[src/rtl/fetch_pkg.sv]
// fetch_pkg: shared encodings, constants and types for the instruction fetch unit
package fetch_pkg;
  localparam logic [1:0] PCSRC_PLUS4  = 2'b00;
  localparam logic [1:0] PCSRC_BRANCH = 2'b01;
  localparam logic [1:0] PCSRC_JALR   = 2'b10;
  localparam logic [31:0] NOP_INSTR = 32'h0000_0013;
  typedef enum logic {RUN, DRAIN} fetch_state_t;
  typedef struct packed {
    logic [31:0] pc;
    logic [31:0] instr;
  } fetch_entry_t;
endpackage

[src/rtl/fetch_fifo.sv]
// fetch_fifo: registered instruction buffer of {pc, instr} entries with flush
module fetch_fifo
  import fetch_pkg::*;
#(
  parameter int DEPTH = 2
) (
  input  logic                         clk,
  input  logic                         rst,
  input  logic                         push,
  input  fetch_entry_t                 wdata,
  input  logic                         pop,
  input  logic                         flush,
  output fetch_entry_t                 rdata,
  output logic [$clog2(DEPTH+1)-1:0]   count,
  output logic                         full,
  output logic                         empty
);
  localparam int CW = $clog2(DEPTH + 1);
  localparam int AW = (DEPTH > 1) ? $clog2(DEPTH) : 1;
  fetch_entry_t mem [DEPTH];
  logic [AW-1:0] rd, wr;
  // entry storage needs no reset; only pointers and count define validity
  always_ff @(posedge clk) begin
    if (push) mem[wr] <= wdata;
  end
  // pointer and occupancy tracking; flush discards everything at once
  always_ff @(posedge clk) begin
    if (rst || flush) begin
      rd    <= '0;
      wr    <= '0;
      count <= '0;
    end else begin
      if (push) wr <= (wr == AW'(DEPTH - 1)) ? '0 : wr + AW'(1);
      if (pop) rd <= (rd == AW'(DEPTH - 1)) ? '0 : rd + AW'(1);
      count <= count + CW'(push) - CW'(pop);
    end
  end
  assign rdata = mem[rd];
  assign full  = count == CW'(DEPTH);
  assign empty = count == '0;
endmodule

[src/rtl/instr_fetch.sv]
// instr_fetch: PC owner, credit-limited imem requester and redirect handling
module instr_fetch
  import fetch_pkg::*;
#(
  parameter logic [31:0] RESET_PC = 32'h0000_0000,
  parameter int          DEPTH    = 2
) (
  input  logic        clk,
  input  logic        reset,
  output logic        imem_req_valid,
  input  logic        imem_req_ready,
  output logic [31:0] imem_req_addr,
  input  logic        imem_rsp_valid,
  input  logic [31:0] imem_rsp_data,
  output logic        instr_valid,
  input  logic        instr_ready,
  output logic [31:0] Instr,
  output logic [31:0] PC,
  output logic [31:0] PCPlus4,
  input  logic [1:0]  PCSrc,
  input  logic [31:0] ImmExt,
  input  logic [31:0] ALUResult,
  output logic        misaligned
);
  localparam int CW = $clog2(DEPTH + 1);
  localparam int AW = (DEPTH > 1) ? $clog2(DEPTH) : 1;
  fetch_state_t state, state_nx;
  fetch_entry_t head;
  logic [31:0] fetch_pc, target;
  logic [31:0] aq [DEPTH];
  logic [AW-1:0] aq_rd, aq_wr;
  logic [CW-1:0] inflight, drop_cnt, drop_nx, count;
  logic accept, redirect, take, push, req_fire, credit, fifo_full, empty;
  assign accept   = instr_valid && instr_ready;
  assign redirect = accept && (PCSrc == PCSRC_BRANCH || PCSrc == PCSRC_JALR);
  assign target   = (PCSrc == PCSRC_JALR) ? (ALUResult & 32'hFFFF_FFFE) : PC + ImmExt;
  assign misaligned = redirect && target[1];
  // a pop in the same cycle frees a slot, which sustains one fetch per cycle
  assign credit   = 32'(inflight) + 32'(count) - 32'(accept) < 32'(DEPTH);
  assign imem_req_valid = !reset && !redirect && credit;
  assign imem_req_addr  = fetch_pc;
  assign req_fire = imem_req_valid && imem_req_ready;
  assign take     = imem_rsp_valid && inflight != '0;
  assign push     = take && state == RUN && !redirect;
  assign instr_valid = !empty;
  assign Instr   = empty ? NOP_INSTR : head.instr;
  assign PC      = empty ? fetch_pc : head.pc;
  assign PCPlus4 = PC + 32'd4;
  fetch_fifo #(.DEPTH(DEPTH)) u_fifo (
    .clk(clk), .rst(reset), .push(push), .wdata('{pc: aq[aq_rd], instr: imem_rsp_data}),
    .pop(accept), .flush(redirect), .rdata(head), .count(count), .full(fifo_full), .empty(empty)
  );
  // everything still in flight at a redirect is stale, including one responding now
  always_comb begin
    drop_nx  = redirect ? inflight - CW'(take) : (state == DRAIN && take) ? drop_cnt - CW'(1) : drop_cnt;
    state_nx = (drop_nx != '0) ? DRAIN : RUN;
  end
  // fetch state, PC and in-flight bookkeeping
  always_ff @(posedge clk) begin
    if (reset) begin
      state    <= RUN;
      drop_cnt <= '0;
      inflight <= '0;
      fetch_pc <= RESET_PC;
      aq_rd    <= '0;
      aq_wr    <= '0;
    end else begin
      state    <= state_nx;
      drop_cnt <= drop_nx;
      inflight <= inflight + CW'(req_fire) - CW'(take);
      fetch_pc <= redirect ? (target & 32'hFFFF_FFFC) : fetch_pc + (req_fire ? 32'd4 : 32'd0);
      if (req_fire) aq_wr <= (aq_wr == AW'(DEPTH - 1)) ? '0 : aq_wr + AW'(1);
      if (take) aq_rd <= (aq_rd == AW'(DEPTH - 1)) ? '0 : aq_rd + AW'(1);
    end
  end
  // addresses of outstanding requests, matched to in-order responses
  always_ff @(posedge clk) begin
    if (req_fire) aq[aq_wr] <= fetch_pc;
  end
  // credits guarantee a push into a full buffer always coincides with a pop
  always_ff @(posedge clk) begin
    if (!reset) assert (!(fifo_full && push && !accept));
  end
endmodule
[config.mk]
export PLATFORM = sky130hd
export DESIGN_NAME = instr_fetch
export DESIGN_NICKNAME = d
export VERILOG_FILES = /design/src/rtl/fetch_pkg.sv /design/src/rtl/fetch_fifo.sv /design/src/rtl/instr_fetch.sv
export SDC_FILE = /design/constraint.sdc
export NUM_CORES = 1
export LEC_CHECK = 0
export ABC_AREA = 1
export CORE_MARGIN = 1
export CORE_UTILIZATION = 38
export DETAILED_ROUTE_END_ITERATION = 8
export PLACE_DENSITY_LB_ADDON = 0.12
export SLEW_MARGIN = 20
export SYNTH_ARGS = -nofsm -noshare
export SYNTH_HDL_FRONTEND = slang
export SYNTH_SLANG_ARGS = --single-unit
export TNS_END_PERCENT = 1
[constraint.sdc]
create_clock -name clk -period 6.85 [get_ports clk]
set_input_delay 2.055 -clock clk [delete_from_list [all_inputs] [get_ports clk]]
set_output_delay 2.055 -clock clk [all_outputs]
set_load 0.05 [all_outputs]
Word-level counts from Yosys, hierarchy flattened
Memory sizes are Yosys's and may differ from the RTL's. A register that Yosys moved wholly into a read port is not among the register bits.
Index checks and enable logic that the tools add are counted.
W data, S select, Z words.
Word-level totals
  output and inout port bits: 131
  memories: 2
  bits of input ports: 103
  memory bits (writable): 192
  logic and storage cells: 70
  flip-flop bits (word level): 43
Memories
  u_fifo.mem: words 2, bits a word 64, read ports 1, clocked after Yosys merged registers in 1, write ports 1, RTL line fetch_fifo.sv:20  | fetch_entry_t mem [DEPTH];
  aq: words 2, bits a word 32, read ports 1, clocked after Yosys merged registers in 1, write ports 1, RTL line instr_fetch.sv:30  | logic [31:0] aq [DEPTH];
Cells by class
  $lt $le $gt $ge: 1
  bitwise operators: 1
  reduce and logical (&&, ||, !) cells: 19
  muxes and demuxes: 20
  $add $sub $neg: 15
  equality and inequality tests: 2
Operators with widths (count)
  $mux W32: 4
  $add A32 B3 Y32: 1
  $add A32 B3 Y32 const B: 1
  $add A32 B32 Y32: 1
  $lt A32 B2 Y1 const B: 1
  $mux W1: 13
  $logic_and A1 B1 Y1: 10
  $sub A2 B1 Y2: 3
  $add A1 B1 Y1 const B: 4
  $add A2 B1 Y2: 2
  $mux W2: 2
  $reduce_bool A2 Y1: 2
  $sub A3 B1 Y4: 1
  $add A2 B2 Y3: 1
  $logic_not A1 Y1: 3
  $mux W3: 1
  $eq A2 B1 Y1 const B: 1
  $eq A2 B2 Y1 const B: 1
  $logic_not A2 Y1: 1
  $logic_or A1 B1 Y1: 2
  $reduce_or A2 Y1: 1
  $sub A2 B1 Y2 const B: 1
  $not A1 Y1: 1

Depth between registers and ports, before layout
  depth in word-level cells: 11
  gate-level depth with buffers: 28
  depth with buffers taken out: 26

By module
Synthesis repeated with hierarchy kept, for this count alone.
Unflattened totals
  cells, all modules: 1458
  area, all modules: 13432.9 um2
Modules (own cells, without submodules)
  instr_fetch: times used 1, cells an instance 1228, area an instance 8287.9 um2, sequential area each 2562.5 um2
  fetch_fifo: times used 1, cells an instance 230, area an instance 5144.9 um2, sequential area each 3943.8 um2

Least setup slack after synthesis
No wires, ideal clock.
  path kind: input port to flip-flop
  from: in PCSrc[0]
  to: mem u_fifo.mem[1][0] (netlist bit) (enable)
  arrival: 5.497 ns
  path buffers: 0
  slack: 0.869 ns
  setup time: 0.484 ns
  required time: 6.366 ns
  stages: 8
  cell sequence: inv_1 ha_1 inv_1 nand3_2 inv_1 nor3_1 inv_1 nor2_1
Between the ends
  longest elaborated chain between the ends: 7
  elaborated cells on any way between the ends: 8
  those cells by class: eq/ne: 2; mux: 2; reduce/logical: 4
Ends and longest elaborated chain
  from (decl): RTL line instr_fetch.sv:20  | input logic [1:0] PCSrc,
  $eq A2 B1 Y1 / $eq A2 B2 Y1 (equally long branches): RTL line instr_fetch.sv:35  | assign redirect = accept && (PCSrc == PCSRC_BRANCH || PCSrc == PCSRC_JALR);
  $logic_or A1 B1 Y1 *: RTL line instr_fetch.sv:35
  $logic_and A1 B1 Y1 *: RTL line instr_fetch.sv:35
  $logic_not A1 Y1 *: RTL line instr_fetch.sv:44  | assign push = take && state == RUN && !redirect;
  $logic_and A1 B1 Y1 *: RTL line instr_fetch.sv:44
  net push: RTL line instr_fetch.sv:33  | logic accept, redirect, take, push, req_fire, credit, fifo_full, empty;
  $mux W1 *: RTL line fetch_fifo.sv:24  | if (push) mem[wr] <= wdata;
  $mux W1 (implied by the code) *: RTL line fetch_fifo.sv:24
  to (decl): RTL line fetch_fifo.sv:20
Mark *: on every way through the listed nets, which the timed path passes. The rest lies on a longest branch.

Worst setup path after layout
  from: in instr_ready
  to: out imem_req_valid
Between the ends
  longest elaborated chain between the ends: 5
  elaborated cells on any way between the ends: 7
  those cells by class: add/sub: 1; order compare: 1; reduce/logical: 5
Ends and longest elaborated chain
  from (decl): RTL line instr_fetch.sv:16  | input logic instr_ready,
  $logic_and A1 B1 Y1 *: RTL line instr_fetch.sv:34  | assign accept = instr_valid && instr_ready;
  net accept: RTL line instr_fetch.sv:33
  branches (longest 3 deep; another with $lt A32 B2 Y1)
  $logic_and A1 B1 Y1 *: RTL line instr_fetch.sv:40  | assign imem_req_valid = !reset && !redirect && credit;
  to (decl): RTL line instr_fetch.sv:10  | output logic imem_req_valid,
Mark *: on every way through the listed nets, which the timed path passes.

==> metrics list <==
- The post-route netlist has around 9.7% of its cells at a drive strength greater than 1.
- Distinct cells, synth: 51
- After clock tree synthesis, the clock-pin slew on the worst setup and hold paths is 60 ps.
- Worst-case clock buffer depth: 3
- In this run, post-CTS repair resized a total of 0 instances.
* Routability congestion estimate: about 0.92
- Final setup violation count: 0
- Total routing usage reported by global routing: about a quarter
* Final clock skew: about 20 ps
* Clock buffers created by TritonCTS: 24
- The core region is 33400 µm².
* Critical path arrival: between 4000 and 5000 ps
- Detailed routing inserted a total of around 11000 vias.
- After detailed routing, the number of vias per cell comes to between 4 and 5.
* Period utilization: between 90% and 100%
- Clock tree synthesis found a total of ~230 sinks.
- Final #Nets: 1885
- CTS tree: yes
* Gate count of the mapped netlist: ~1500
- Hold_buf cts: 0
- Setup repair after global routing left no endpoint under its margin.
* Transition at the pin with the smallest max-transition slack: about 940 ps
- The synthesized design contains between 150 and 200 enable-type register cells.
* Critical path peak fanout: 3
- Pin count of the biggest net entering global routing: between 50 and 60
- # Post-CTS Setup Buffers: 0
- In this run, synthesis produced a sequential element count of approximately 230.
- Summed over all layers, the global routing overflow is 0.
- Total Neg Setup Slack: 0 ps
* Static leakage power: around 6.7 nW
* Fin util: 49.0%
- From synthesis to final layout, the design area changed by 27.3%.
* DR pass1 iterations: 7
- Number of H-tree levels: 1
* Clock latency on the worst-skew pair: 510 ps
* Worst Path Class, Setup: primary input to output pin
- Register area share after synthesis: about half
* Die width: about 190 µm
* Ratio of total power to cell area: 428 nW/µm²
- The worst hold path belongs to the class register to register.
- Walking the worst path, the cells encountered are clkdlybuf4s50_1 -> inv_1 -> nor2_1 -> ha_1 -> inv_1 -> nand2_1 -> fa_1 -> o21ai_0 -> nor2_1 -> nand2_1 -> inv_1 -> buf_12.
* Capture instance of the worst register-to-register path: imem_req_addr[29]
* Setup slack of the worst register-to-register path: around 1900 ps
* DR iter-0 viols: roughly 670
* Max-Cap Viols: 0
- Final worst hold slack: 469 ps
- After synthesis the cells add up to 12900 µm².
- For this run, the leading register cell type out of synthesis is sky130_fd_sc_hd__edfxtp_1.
- Share of flip-flops with an asynchronous set or reset: 0%
- The average instance in the mapped netlist occupies roughly 8.5 µm².
* Root Buffer: sky130_fd_sc_hd__clkbuf_16
- The number of global-route vias before repair came to 10500.
* Peak per-stage delay on the critical path: 530 ps
- Based on the critical path, the design can be clocked at up to approximately 160 MHz.
- Final Hold Viols: 0
- After legalization and detailed placement, the total HPWL measured a little over 30 mm.
- Number of slew-limit violations in the final report: 0
- Data on the critical path is required at its endpoint by between 4000 and 5000 ps.
- After detailed routing, the total wire length is ~40 mm.
- WHS Path Cells: 1
- After detailed routing, the number of remaining DRC violations is 0.
- Max IR drop VDD: roughly 0.00032 V
- Measured against its own limit, the worst slew margin works out to a little under two fifths.
- Worst Hold Launch: aq_rd
* Post-layout min period: approximately 6400 ps
- CP dominant cell by count: sky130_fd_sc_hd__inv_1
- Number of antenna violations at the first check in global routing: 2
- Top Ports: ~230
- In this run the remaining antenna-violating nets after routing total 0.
- Number of port buffers: about 230
- Average wire per standard cell: ~18 µm
- Warning count from the yosys run: 0
- After floorplanning, the core was divided into 67 placement rows.
- Counting cells, the worst reg-to-reg path comes to 24.
- Fill cells in the final layout number between 3000 and 4000.
- R2R Path Start: u_fifo.count[1]
- The floorplan step set the die height to around 190 µm.
* Master of the slowest instance on the critical path: sky130_fd_sc_hd__clkdlybuf4s50_1
* Global-route wire length before repair: between 60 and 70 mm
* Area enclosed by the die boundary: 34600 µm²
- Critical Path Start Type: primary input
* Initial core utilization: 38.5%
* Status: finished clean
- Endpoint class of the critical path: output pin
synthesized netlist by cell type (all sizes together) (2+ instances only):
library cell / n / area [µm²]
xnor2: 16 / 148
nor3b: 2 / 26.3
o21bai: 6 / 45.0
or2: 4 / 25.0
clkinv: 2 / 7.51
dfxtp: 43 / 861
and2: 3 / 21.3
mux2: 30 / 338
edfxtp: 184 / 5530
inv: 180 / 676
a21oi: 73 / 384
ha: 38 / 475
fa: 2 / 40.0
o211ai: 7 / 52.6
nand3: 85 / 435
mux2i: 2 / 20.0
nor3: 23 / 146
clkbuf: 18 / 67.6
buf: 26 / 208
nand4: 20 / 125
nor2: 176 / 721
o32ai: 3 / 26.3
xor2: 26 / 228
o21ai: 71 / 438
nand2: 458 / 1750
nand3b: 5 / 50.1
through the flow:
step                      total power, mW  setup slack [ps]  cells  cell area, µm²
after floorplan                      4.55               869   1513           12900
after global placement               5.77               531   2164           15600
after detailed placement             5.79               479   2164           15600
after CTS                            7.05               468   2206           16400
after global routing                 7.42               246   2206           16400
final                                7.02               464   2208           16400
kinds of logic (layout without fill, tap and decap cells):
kind of cell | Yosys count | count (layout) | synth area share [%]
XOR/XNOR | 42 | 42 | 2.92
adder cells (fa/ha/maj) | 40 | 40 | 4.00
AO/OA/AOI/OAI | 163 | 163 | 7.52
buffers and inverters | 226 | 471 | 7.44
multiplexers | 32 | 32 | 2.78
other | 1 | 8 | 0.0291
AND/OR/NAND/NOR | 777 | 777 | 25.7
flip-flops | 227 | 227 | 49.6
worst max-delay path by stage:
| stage | startpoint | to | slack (ps) | depth (start not counted) |
|---|---|---|---|---|
| 2_1_floorplan | PCSrc[0] | u_fifo.mem[1][0] | 870 | 8 |
| 3_3_place_gp | instr_ready | imem_req_valid | 530 | 12 |
| 3_5_place_dp | instr_ready | imem_req_valid | 480 | 12 |
| 4_1_cts | instr_ready | imem_req_valid | 470 | 12 |
| 5_1_grt | instr_ready | imem_req_valid | 250 | 12 |
| 6_report | instr_ready | imem_req_valid | 460 | 12 |
final cells by class:
cell class | instances | area, µm² | share of cell area, %
Inverter | 182 | 683 | 4.17
Timing Repair Buffer | 247 | 2440 | 14.9
Tap cell | 448 | 561 | 3.42
Sequential cell | 227 | 6390 | 39.0
Clock buffer | 37 | 691 | 4.21
Multi-Input combinational cell | 1060 | 5570 | 34.0
Clock inverter | 5 | 56.3 | 0.344
Antenna cell | 2 | 5.00 | 0.0305
layout by cell type (no fill, tap or decap), types with 3 or more instances in the layout:
master / netlist / layout
sky130_fd_sc_hd__a21oi_1: 68 / 68
sky130_fd_sc_hd__a21oi_2: 5 / 5
sky130_fd_sc_hd__buf_4: 13 / 22
sky130_fd_sc_hd__clkbuf_1: 18 / 10
sky130_fd_sc_hd__clkbuf_16: 0 / 25
sky130_fd_sc_hd__clkdlybuf4s50_1: 0 / 223
sky130_fd_sc_hd__clkinv_1: 2 / 3
sky130_fd_sc_hd__conb_1: 1 / 6
sky130_fd_sc_hd__dfxtp_1: 43 / 41
sky130_fd_sc_hd__edfxtp_1: 184 / 184
sky130_fd_sc_hd__ha_1: 38 / 38
sky130_fd_sc_hd__inv_1: 167 / 167
sky130_fd_sc_hd__inv_2: 13 / 13
sky130_fd_sc_hd__mux2_2: 30 / 30
sky130_fd_sc_hd__nand2_1: 451 / 451
sky130_fd_sc_hd__nand2_2: 6 / 6
sky130_fd_sc_hd__nand3_1: 83 / 83
sky130_fd_sc_hd__nand3b_1: 4 / 4
sky130_fd_sc_hd__nand4_1: 20 / 20
sky130_fd_sc_hd__nor2_1: 156 / 152
sky130_fd_sc_hd__nor2_2: 18 / 20
sky130_fd_sc_hd__nor2_4: 2 / 4
sky130_fd_sc_hd__nor3_1: 18 / 18
sky130_fd_sc_hd__nor3_2: 4 / 4
sky130_fd_sc_hd__o211ai_1: 7 / 7
sky130_fd_sc_hd__o21ai_0: 45 / 45
sky130_fd_sc_hd__o21ai_1: 8 / 8
sky130_fd_sc_hd__o21ai_2: 16 / 16
sky130_fd_sc_hd__o21bai_1: 6 / 6
sky130_fd_sc_hd__o32ai_1: 3 / 3
sky130_fd_sc_hd__or2_2: 4 / 4
sky130_fd_sc_hd__xnor2_1: 15 / 15
sky130_fd_sc_hd__xor2_1: 26 / 26
sequential cells by signal, indices dropped and copies added, names as in the netlist, named ones only:
register,cells
aq_rd,1
state,1
u_fifo.wr,1
aq,60
u_fifo.rd,1
u_fifo.mem,124
imem_req_addr,30
aq_wr,1
inflight,2
u_fifo.count,2
drop_cnt,2
power by group:
part	leakage, nW	internal (mW)	switching [mW]	total (mW)
logic	4.27	1.17	2.66	3.84
registers	2.04	1.80	0.140	1.94
clock network	0.363	0.731	0.508	1.24
total	6.66	3.71	3.31	7.02
worst max-delay path, delay by kind of cell:
kind,cells,cell delay [ps]
compound gates,1,90
fa+ha+maj,2,750
buf+inv,5,930
simple gates,4,510
routing by layer:
metal | routed length (µm) | part of all wire [%] | GRT usage, %
met4 | 1010 | 2.5 | 6.36
met1 | 18700 | 46 | 31.8
met2 | 18500 | 46 | 38.8
met5 | 0 | 0 | 0
met3 | 2310 | 5.7 | 3.52
Note: power is estimated with default switching activity, not from simulation.
